## config.mk

```make
export PLATFORM = sky130hd
export DESIGN_NAME = gerador_pulso
export DESIGN_NICKNAME = d
export VERILOG_FILES = /design/src/rtl/gerador_pulso.sv
export SDC_FILE = /design/constraint.sdc
export NUM_CORES = 1
export LEC_CHECK = 0
export CAP_MARGIN = 0
export CORE_MARGIN = 4
export CORE_UTILIZATION = 30
export DETAILED_ROUTE_END_ITERATION = 6
export RECOVER_POWER = 100
export SLEW_MARGIN = 30
export SYNTH_ARGS = -nofsm -noshare
export SYNTH_HDL_FRONTEND = slang
export SYNTH_SLANG_ARGS = --single-unit
```

## constraint.sdc

```tcl
create_clock -name clk -period 1.9 [get_ports clk]
set_input_delay 0.285 -clock clk [delete_from_list [all_inputs] [get_ports clk]]
set_output_delay 0.285 -clock clk [all_outputs]
set_load 0.005 [all_outputs]
```

## src/rtl/gerador_pulso.sv

```systemverilog
// -----------------------------------------------------------------------------
// gerador_pulso
//
// Turns single-cycle strobes (for example rising-edge detections) back into
// clean level pulses of PULSE_LEN cycles. Each pulse is followed by a forced
// low gap of GAP_LEN cycles. Every channel is independent and has its own
// counter, its own busy flag and a sticky flag for strobes it had to drop.
//
// Per-channel states:
//   OCIOSO - idle, waiting for a strobe
//   ATIVO  - pulse output high, counting down PULSE_LEN cycles
//   PAUSA  - forced low gap, counting down GAP_LEN cycles
//
// Build option (macro RETRIGGER_EN):
//   defined   - a strobe in ATIVO reloads the pulse counter, which extends
//               the pulse. A strobe on the final ATIVO cycle also reloads, so
//               the output stays high with no low cycle. Strobes in PAUSA are
//               still dropped.
//   undefined - strobes in ATIVO are dropped and set perdido (default build).
// -----------------------------------------------------------------------------
module gerador_pulso #(
  parameter int CHANNELS  = 2,
  parameter int PULSE_LEN = 4,  // output high time in cycles, >= 1
  parameter int GAP_LEN   = 2   // forced low time after each pulse, >= 0
) (
  input  logic                clk,
  input  logic                rst,
  input  logic [CHANNELS-1:0] dispara,
  output logic [CHANNELS-1:0] pulso,
  output logic [CHANNELS-1:0] ocupado,
  output logic [CHANNELS-1:0] perdido
);

  // Counter must hold the larger of the two reload values.
  localparam int MAX_LEN = (PULSE_LEN > GAP_LEN) ? PULSE_LEN : GAP_LEN;
  localparam int CNT_W   = $clog2(MAX_LEN + 1);

  localparam logic [CNT_W-1:0] PULSE_RELOAD = CNT_W'(PULSE_LEN - 1);
  localparam logic [CNT_W-1:0] GAP_RELOAD   =
    (GAP_LEN > 0) ? CNT_W'(GAP_LEN - 1) : '0;
  localparam logic [CNT_W-1:0] CNT_ONE      = CNT_W'(1);

`ifdef RETRIGGER_EN
  localparam bit RETRIGGER = 1'b1;
`else
  localparam bit RETRIGGER = 1'b0;
`endif

  typedef enum logic [1:0] {
    OCIOSO = 2'b00,
    ATIVO  = 2'b01,
    PAUSA  = 2'b10
  } estado_t;

  // Per-channel state and countdown
  estado_t          r_estado     [CHANNELS];
  logic [CNT_W-1:0] r_cnt        [CHANNELS];
  estado_t          w_estado_prox[CHANNELS];
  logic [CNT_W-1:0] w_cnt_prox   [CHANNELS];

  // Registered outputs and their next values
  logic [CHANNELS-1:0] r_pulso;
  logic [CHANNELS-1:0] r_ocupado;
  logic [CHANNELS-1:0] r_perdido;
  logic [CHANNELS-1:0] w_pulso_prox;
  logic [CHANNELS-1:0] w_ocupado_prox;
  logic [CHANNELS-1:0] w_perdido_prox;
  logic [CHANNELS-1:0] w_descarte;

  // Next-state, counter and output decode for every channel
  always_comb begin
    for (int i = 0; i < CHANNELS; i++) begin
      // NOTE: every signal gets a default before the case so no path leaves it
      // unassigned; otherwise synthesis would infer a latch to hold the value.
      w_estado_prox[i] = r_estado[i];
      w_cnt_prox[i]    = r_cnt[i];
      w_descarte[i]    = 1'b0;

      unique case (r_estado[i])
        OCIOSO: begin
          if (dispara[i]) begin
            w_estado_prox[i] = ATIVO;
            w_cnt_prox[i]    = PULSE_RELOAD;
          end
        end

        ATIVO: begin
          if (RETRIGGER && dispara[i]) begin
            // Reload keeps the output high, including on the final cycle.
            w_cnt_prox[i] = PULSE_RELOAD;
          end else if (r_cnt[i] == '0) begin
            if (GAP_LEN > 0) begin
              w_estado_prox[i] = PAUSA;
              w_cnt_prox[i]    = GAP_RELOAD;
            end else begin
              w_estado_prox[i] = OCIOSO;
            end
          end else begin
            w_cnt_prox[i] = r_cnt[i] - CNT_ONE;
          end
          // Without retrigger, a strobe during the pulse is lost.
          w_descarte[i] = dispara[i] && !RETRIGGER;
        end

        PAUSA: begin
          // Strobes are dropped for the whole gap, last cycle included.
          w_descarte[i] = dispara[i];
          if (r_cnt[i] == '0) begin
            w_estado_prox[i] = OCIOSO;
          end else begin
            w_cnt_prox[i] = r_cnt[i] - CNT_ONE;
          end
        end

        default: begin
          // Unused encoding: recover to idle.
          w_estado_prox[i] = OCIOSO;
          w_cnt_prox[i]    = '0;
        end
      endcase

      // Outputs are registered copies of the next state so they line up with it.
      w_pulso_prox[i]   = (w_estado_prox[i] == ATIVO);
      w_ocupado_prox[i] = (w_estado_prox[i] != OCIOSO);
      w_perdido_prox[i] = r_perdido[i] | w_descarte[i];
    end
  end

  // State, counter and output registers with asynchronous reset
  always_ff @(posedge clk or posedge rst) begin
    if (rst) begin
      // NOTE: the per-channel arrays are a handful of flops, not a RAM, so they
      // are reset together with the outputs to give a known idle start.
      for (int i = 0; i < CHANNELS; i++) begin
        r_estado[i] <= OCIOSO;
        r_cnt[i]    <= '0;
      end
      r_pulso   <= '0;
      r_ocupado <= '0;
      r_perdido <= '0;
    end else begin
      // NOTE: non-blocking assignments so every register samples the values
      // from before this edge, independent of statement order.
      for (int i = 0; i < CHANNELS; i++) begin
        r_estado[i] <= w_estado_prox[i];
        r_cnt[i]    <= w_cnt_prox[i];
      end
      r_pulso   <= w_pulso_prox;
      r_ocupado <= w_ocupado_prox;
      r_perdido <= w_perdido_prox;
    end
  end

  assign pulso   = r_pulso;
  assign ocupado = r_ocupado;
  assign perdido = r_perdido;

endmodule

```

==> flow_metrics.tcl <==
set metrics [dict create \
    clock_path_buffers 2 \
    synth-seq-cells 16 \
    fin_nets 130 \
    post-dp-hpwl_mm 1.29 \
    syn_inst 99 \
    htreeDepth 1 \
    clk_pin_slew_worst_paths_ns 0.10 \
    post-synth-top-area-fraction_pct 42.6 \
    synth-xor-area-share_pct 0 \
    drt-initial-drc-count 15 \
    maxSlewHeadroom_pct 58.7 \
    holdBufCountCts 0 \
    crit_path_top_delay_cell "or4_1" \
    synth.cells.most_frequent "16 x dfrtp_1, 15 x inv_1, 12 x ha_1, 12 x nor2_1, 7 x a21oi_1" \
    synth_adder_area_share_pct 16.0 \
    drv_cap 0 \
    dieArea_um2 4090 \
    finalClockSkew_ns 0.000850 \
    die_y_um 64.0 \
    timing.reg2reg.setup_slack_ns 0.14 \
    drtPass1Iterations 4 \
    rsz0062_at_grt "false" \
    vias 722 \
    chipWidth_um 64.0 \
    crit_arrival_ns 1.99 \
    fin_crit_sh_pct 92.7 \
    cts_buffers 3 \
    syn_to_final_growth_pct 20.1 \
    setup_tns_ns 0 \
    crit_type "flip-flop to flip-flop" \
    cts_tree "done" \
    ant_nets 0 \
    report.final.slew_viol_count 0 \
    synth_compound_area_share_pct 19.0 \
    wl_per_cell_um 10.8 \
    cts_setup_buffers 0 \
    synth_top_cell_by_area "dfrtp_1" \
    start_util_pct 31.0 \
    yosysSeqAreaShare_pct 42.6 \
    numClockSinks 16 \
    synth.distinct_cells 27 \
    vias_per_cell 4.60 \
    crit_chain "inv_1, ha_1, nor2b_1, a21o_1, or4_1, nand3_1" \
    synth-simple-area-share_pct 16.4 \
    hold_viol 0 \
    drive_above_1_share_pct 5.31 \
    fillers 312 \
    core-area_um2 3030 \
    io_pins 10 \
    synth_most_common_cell "dfrtp_1" \
    grt_usage_pct 9.53 \
    setup_viol_count_final 0 \
    ys.flop_type "dfrtp_1" \
    synth.area.mux_share_pct 0 \
    clk_latency_ns 0.28 \
    ys.warnings.count 0 \
    num_antenna_cells 0 \
    grt_pass1_wl_mm 3.11 \
    rows 20 \
    synth_top_family_by_area "compound AO/OA/AOI/OAI gates" \
    portBuffers 9 \
    p_per_area_nw_per_um2 1550 \
    hold_class "flip-flop to flip-flop" \
    synth_enable_flop_cells 0 \
    cp_max_fo 5 \
    grt_max_degree 17 \
    cp-endpoint "r_cnt[2]$_DFFE_PP0P_" \
    cp-end-kind "flip-flop" \
    worstPathRequired_ns 2.13 \
    utilization_pct 37.3 \
    grt_overflow 0 \
    cts_resized 0 \
    antenna_found_initial 0 \
    critPathLaunch "r_estado[0]$_DFF_PP0_" \
    synth_area_leaders "dfrtp_1 43%, ha_1 16%, inv_1 6.0%" \
    synth-async-reset-ratio_pct 100 \
    peakVddDrop_v 0.000765 \
    grt_pass1_vias 755 \
    status "completed" \
    stdcell_area_um2 1130 \
    max_freq_ghz 0.567 \
    r2r_cells 6 \
    tightest_slew_ns 0.618 \
    post_dp_cell_area_um2 1090 \
    r2r_end "r_cnt[2]$_DFFE_PP0P_" \
    critPathLaunchType "flip-flop" \
    clock-root-buffer "clkbuf_4" \
    r2r-start "r_estado[0]$_DFF_PP0_" \
    place_congestion 0.793 \
    synthesis.area_um2 940 \
    routed_wl_mm 1.70 \
    post-route-min-period_ns 1.76 \
    cp_slowest_stage_delay_ns 0.50 \
    synth_fp_nets 115 \
    route.detailed.drc 0 \
    p_leak_nw 0.527 \
    avgSynthCellArea_um2 9.49 \
]
-- worst max-delay path, delay by kind of cell, from the launching register on --
kind,cells,cell delay (ns)
DFF,1,0.41
AOI/OAI and AO/OA,1,0.21
and+or+nand+nor,3,0.76
buffers and inverters,1,0.08
adders and majority gates,1,0.25
-- final cells by class --
cell class	count	area, µm²	area share (%)
multi-input cells	68	483	42.8
flip-flops and latches	16	400	35.5
repair buffers	10	97.6	8.65
inverters	15	56.3	4.99
well taps	44	55.1	4.88
clock buffers	4	36.3	3.22
-- layer usage --
metal / track usage, % / vias up / part of all wire [%]
met5: 0 / - / 0
met4: 3.77 / 0 / 0.88
met3: 3.34 / 2 / 3.5
met2: 17.0 / 10 / 52
met1: 10.1 / 341 / 44
li1: - / 369 / -
-- cells in the final DEF (no fill, tap or decap), types with 2 or more instances in the layout --
cell type        netlist  layout
a21o_1                 3       3
a21oi_1                7       7
a22o_1                 2       2
clkbuf_4               0       3
clkdlybuf4s50_1        0       2
dfrtp_1               16      16
dlygate4sd3_1          0       7
ha_1                  12      12
inv_1                 15      15
nand2_1                3       3
nand2b_1               3       3
nand3b_1               2       2
nor2_1                12      12
nor2b_1                3       3
o21ai_0                1       4
o22ai_1                2       2
o31ai_1                3       3
-- cells by family after synthesis --
kind of cell	after synthesis
AO/OA/AOI/OAI	27
adder cells (fa/ha/maj)	12
buffers and inverters	15
flip-flops	16
AND/OR/NAND/NOR	29
-- metrics by stage --
step	total power, mW	worst slack, ns	hold WS, ns	instances
2_1_floorplan	1.28	0.263	0.199	99
3_3_place_gp	1.53	0.184	0.442	153
3_5_place_dp	1.55	0.157	0.446	153
4_1_cts	1.79	0.138	0.410	157
5_1_grt	1.94	0.0310	0.483	157
6_report	1.75	0.138	0.455	157
-- state kept, by name (all words and copies together) (netlist names) --
name / count
ocupado: 2
perdido: 2
pulso: 2
r_cnt: 6
r_estado: 4
-- how the worst min path moves through the flow --
| stage | start | end | depth (start not counted) |
|---|---|---|---|
| 6_report | perdido[1]$_DFF_PP0_ | perdido[1]$_DFF_PP0_ | 1 |
| 5_1_grt | perdido[1]$_DFF_PP0_ | perdido[1]$_DFF_PP0_ | 1 |
| 4_1_cts | rst | r_cnt[0]$_DFFE_PP0P_ | 2 |
| 3_5_place_dp | perdido[1]$_DFF_PP0_ | perdido[1]$_DFF_PP0_ | 1 |
| 3_3_place_gp | perdido[0]$_DFF_PP0_ | perdido[0]$_DFF_PP0_ | 1 |
| 2_1_floorplan | rst | ocupado[0]$_DFF_PP0_ | 1 |
-- where the power goes --
| part | switching [mW] | internal (mW) |
|---|---|---|
| Combinational | 0.524 | 0.427 |
| Clock | 0.111 | 0.117 |
| Sequential | 0.0860 | 0.484 |
| Total | 0.721 | 1.03 |
Note: power is estimated with default switching activity, not from simulation.
==> edit 1 (config.mk and constraints unchanged) <==
Reset style: synchronous (`rst`), changed in one clocked block. Comments in the files are not updated.
--- a/src/rtl/gerador_pulso.sv
+++ b/src/rtl/gerador_pulso.sv
@@ -128,5 +128,5 @@
 
   // State, counter and output registers with asynchronous reset
-  always_ff @(posedge clk or posedge rst) begin
+  always_ff @(posedge clk) begin
     if (rst) begin
       // NOTE: the per-channel arrays are a handful of flops, not a RAM, so they
Formal check against the unedited RTL: differs if rst is asserted again (counterexample within 4 cycles, from zero or initial values and one cycle with rst high); with rst held inactive, the same outputs for 10 cycles.
==> edit 1 against the original RTL <==
  * Via count increased by 2.9%
  * Largest cell class unchanged
  * Total power decreased by 24%
  * First-iteration DRC count increased to 3.1 times the old value
  * Count of clock-buffer cells in the layout stayed put
  * Synthesized cell count up 3.0%
  * Cell area decreased by 6.5%
  * Critical path type unchanged
  * Synthesized area shrank 5.3%
  * Sequential cell count stayed put
  * Worst setup slack better by 0.13 ns
  * Wire length shrank 4.5%
  * Fmax is 8.0% higher
==> edit 1: results (changes against the original RTL) <==
[metrics] status: finished clean
[metrics] leakage: 0.000450 uW (-14%)
[metrics] drt total wl: 1620 um (-4.5%)
[metrics] largest cells by area after synthesis: sky130_fd_sc_hd__dfxtp_1 36%, sky130_fd_sc_hd__ha_1 17%, sky130_fd_sc_hd__a21oi_1 5.6%
[metrics] routing usage on met3: 3.42% (+0.078 points)
[metrics] Slowest-stage cell, CP: sky130_fd_sc_hd__dfxtp_1
[metrics] arrival time of data at the critical path endpoint: 1.81 ns (-0.18 ns)
[metrics] GR Util All Layers: 8.91% (-0.62 points)
[metrics] Top Family by Delay on Critical Path: compound AO/OA/AOI/OAI gates
[metrics] final weighted congestion in routability-driven placement: 0.785 (-1.1%)
[metrics] met1 Resource Use GR: 9.71% (-0.40 points)
[metrics] pin count of the biggest net entering global routing: 14 (-3)
[metrics] wire length of the first global-routing pass: 2900 um (-6.8%)
[metrics] Via-to-Cell Ratio: 5.12 (+11%)
[metrics] sum of routed wire segments on met1: 740 um (-0.13%)
[metrics] total of fill cells in the finished design: 278 (-11%)
[metrics] syn_nets: 118 (+2.6%)
[metrics] top post-synthesis cells by count: 16 x sky130_fd_sc_hd__dfxtp_1, 13 x sky130_fd_sc_hd__inv_1, 12 x sky130_fd_sc_hd__ha_1
[metrics] sequential cell area fraction in the yosys report: 36.0% (-6.6 points)
[metrics] Slew Limit Headroom: 69.4% (+11 points)
[metrics] Layout Nets: 131 (+0.77%)
[metrics] Final HPWL DP: 1270 um (-1.5%)
[metrics] met2 Usage GRT: 16.4% (-0.65 points)
[metrics] highest ir drop seen on vdd: 0.435 mV (-43%)
[metrics] Largest stage delay, worst path: 0.41 ns (-0.09 ns)
[metrics] Synth async-reset ratio: 0% (-100 points)
[metrics] worst setup slack after placement: 0.301 ns (+0.143 ns)
[metrics] Clock Skew: 0.00682 ns (+0.00597 ns)
[metrics] proportion of layout cells with a drive suffix above 1: 4.39% (-0.92 points)
[metrics] number of buffers on the longest clock path: 2 (unchanged)
[metrics] DRC marker count from the first detailed-route iteration: 47 (+32)
[metrics] wire length on met2: 810 um (-8.0%)
[metrics] vias in the first global route: 753 (-0.26%)
[metrics] clock insertion delay at the later pin of the skew report: 0.29 ns
[metrics] main flop type after synthesis: sky130_fd_sc_hd__dfxtp_1
## edit 1: cell families after synthesis
logic type	share of synthesized area [%]
adder cells (fa/ha/maj)	16.9
flip-flops	36.0
buffers and inverters	6.33
AO/OA/AOI/OAI	21.5
multiplexers	1.13
AND/OR/NAND/NOR	18.1
## edit 1: area by class of cell
class	count	area [sq um]	area share, %
Timing Repair Buffer	10	97.6	9.25
Tap cell	31	38.8	3.68
Clock buffer	4	36.3	3.44
Sequential cell	16	320	30.4
Multi-Input combinational cell	71	513	48.6
Inverter	13	48.8	4.63
## edit 1: power by group
| part | internal [uW] | switching (uW) | total (uW) |
|---|---|---|---|
| clock network | 117 | 110 | 226 |
| registers | 437 | 59.0 | 496 |
| logic | 286 | 319 | 605 |
| total | 840 | 488 | 1330 |
## edit 1: worst paths after layout
path	startpoint	end	slack (ns)	cells past startpoint
max	r_estado[0][3]	r_cnt[0][5]	0.27	6
min	r_cnt[0][1]	r_cnt[0][1]	0.46	2
max reg2reg	r_estado[0][3]	r_cnt[0][5]	0.27	6
min reg2reg	r_cnt[0][1]	r_cnt[0][1]	0.46	2
## edit 1: worst reg2reg max path, cell delays in order (launching register included)
cell and delay, ns:
sky130_fd_sc_hd__dfxtp_1 0.41, sky130_fd_sc_hd__inv_1 0.08, sky130_fd_sc_hd__ha_1 0.24, sky130_fd_sc_hd__nor2b_1 0.16, sky130_fd_sc_hd__a21oi_1 0.37, sky130_fd_sc_hd__o22ai_1 0.14
sky130_fd_sc_hd__o2bb2ai_1 0.13
## edit 1: through the flow
| stage | instance area [sq um] | cells |
|---|---|---|
| after floorplan | 890 | 102 |
| after global placement | 1020 | 141 |
| after detailed placement | 1020 | 141 |
| after CTS | 1050 | 145 |
| after global routing | 1050 | 145 |
| final | 1050 | 145 |
==> edit 2 (same settings) <==
Made on the original files. The parameter `PULSE_LEN` goes from 4 to 2.
--- a/src/rtl/gerador_pulso.sv
+++ b/src/rtl/gerador_pulso.sv
@@ -21,5 +21,5 @@
 module gerador_pulso #(
   parameter int CHANNELS  = 2,
-  parameter int PULSE_LEN = 4,  // output high time in cycles, >= 1
+  parameter int PULSE_LEN = 2,  // output high time in cycles, >= 1
   parameter int GAP_LEN   = 2   // forced low time after each pulse, >= 0
 ) (
Behaviour: not the same (a bounded check fails within 4 cycles, from zero or initial values and one cycle with rst high).
==> edit 2 against the original RTL <==
  * Clock power is 3% lower
  * Cell area is 12% lower
  * Largest power group unchanged
  * Critical path type unchanged
  * Largest cell class unchanged
  * Sequential cell count down 2
  * Total power is 16% lower
  * Utilization decreased by 1.1 points
  * Synthesized area down 8.3%
  * Wire length down 12%
  * Worst setup slack improved by 0.19 ns
==> edit 2: results (changes against the original RTL) <==
[metrics] leakage: 0.000480 uW (-8.8%)
[metrics] Clock Skew: 0.00430 ns (+0.00345 ns)
[metrics] wire length of the first global-routing pass: 2550 um (-18%)
[metrics] Layout Nets: 113 (-13%)
[metrics] count of distinct cell types in the synthesized netlist: 20 (-26%)
[metrics] proportion of layout cells with a drive suffix above 1: 7.45% (+2.1 points)
[metrics] status: finished clean
[metrics] arrival time of data at the critical path endpoint: 1.75 ns (-0.24 ns)
[metrics] total of fill cells in the finished design: 285 (-8.7%)
[metrics] Crit Path Max Fanout: 4 (-1)
[metrics] met3 layer wire length in the routed design: 89 um (+48%)
[metrics] Largest stage delay, worst path: 0.41 ns (-0.09 ns)
[metrics] largest cells by area after synthesis: sky130_fd_sc_hd__dfrtp_1 41%, sky130_fd_sc_hd__ha_1 20%, sky130_fd_sc_hd__inv_1 4.8%
[metrics] pin count of the biggest net entering global routing: 15 (-2)
[metrics] Worst R2R Path Depth: 5 (-1)
[metrics] total number of vias: 622 (-14%)
[metrics] DRC marker count from the first detailed-route iteration: 21 (+6)
[metrics] R2R Path Start: r_estado[2]
[metrics] sequential cell area fraction in the yosys report: 40.6% (-2.0 points)
[metrics] top post-synthesis cells by count: 14 x sky130_fd_sc_hd__dfrtp_1, 14 x sky130_fd_sc_hd__ha_1, 11 x sky130_fd_sc_hd__inv_1
[metrics] GR Util All Layers: 9.28% (-0.25 points)
[metrics] drt total wl: 1500 um (-12%)
[metrics] Final HPWL DP: 1160 um (-11%)
[metrics] registers with the most flip-flops: r_cnt x4, r_estado x4
[metrics] Top Family by Delay on Critical Path: flip-flops
[metrics] Worst R2R Setup Slack: 0.32 ns (+0.19 ns)
[metrics] Slew @ Worst Pin: 0.530 ns (-0.0887 ns)
[metrics] final weighted congestion in routability-driven placement: 0.775 (-2.3%)
[metrics] worst hold slack after final layout: 0.456 ns (+0.00127 ns)
## edit 2: metrics by stage
| step | instance area, sq um | std cells | setup WS [ns] |
|---|---|---|---|
| after floorplan | 862 | 81 | 0.432 |
| after global placement | 991 | 121 | 0.361 |
| after detailed placement | 991 | 121 | 0.334 |
| after CTS | 1030 | 125 | 0.316 |
| after global routing | 998 | 125 | 0.172 |
| final | 998 | 125 | 0.324 |
## edit 2: final timing paths
kind / to
worst max-delay path: r_cnt[3]
worst min-delay path: perdido[1]
worst max register to register: r_cnt[3]
worst min register to register: perdido[1]
max in group asynchronous: r_estado[2]
min in group asynchronous: r_estado[3]
## edit 2: final cells by class
class,instances,area share (%)
inverters,11,4.14
well taps,31,3.88
flip-flops and latches,14,35.1
multi-input cells,56,44.2
clock buffers,4,3.63
repair buffers,9,9.02
## edit 2: report_power, final
group	internal [uW]	switching [uW]	leakage (uW)	total [uW]
clock network	117	104	0.0000210	221
registers	415	72.5	0.000168	487
logic	368	387	0.000292	755
total	899	564	0.000480	1460
## edit 2: layer usage
| metal | global-route usage [%] | up-vias |
|---|---|---|
| li1 | - | 298 |
| met1 | 9.73 | 308 |
| met3 | 4.40 | 2 |
| met4 | 2.73 | 0 |
| met5 | 0 | - |
| met2 | 16.4 | 14 |
## edit 2: kinds of logic (layout without fill, tap and decap cells)
group | count (synthesis) | count (layout) | synth area share, %
compound gates | 18 | 18 | 16.0
fa+ha+maj | 14 | 14 | 20.3
buf+inv | 11 | 24 | 4.79
flops | 14 | 14 | 40.6
mux | 4 | 4 | 4.93
simple gates | 20 | 20 | 13.4
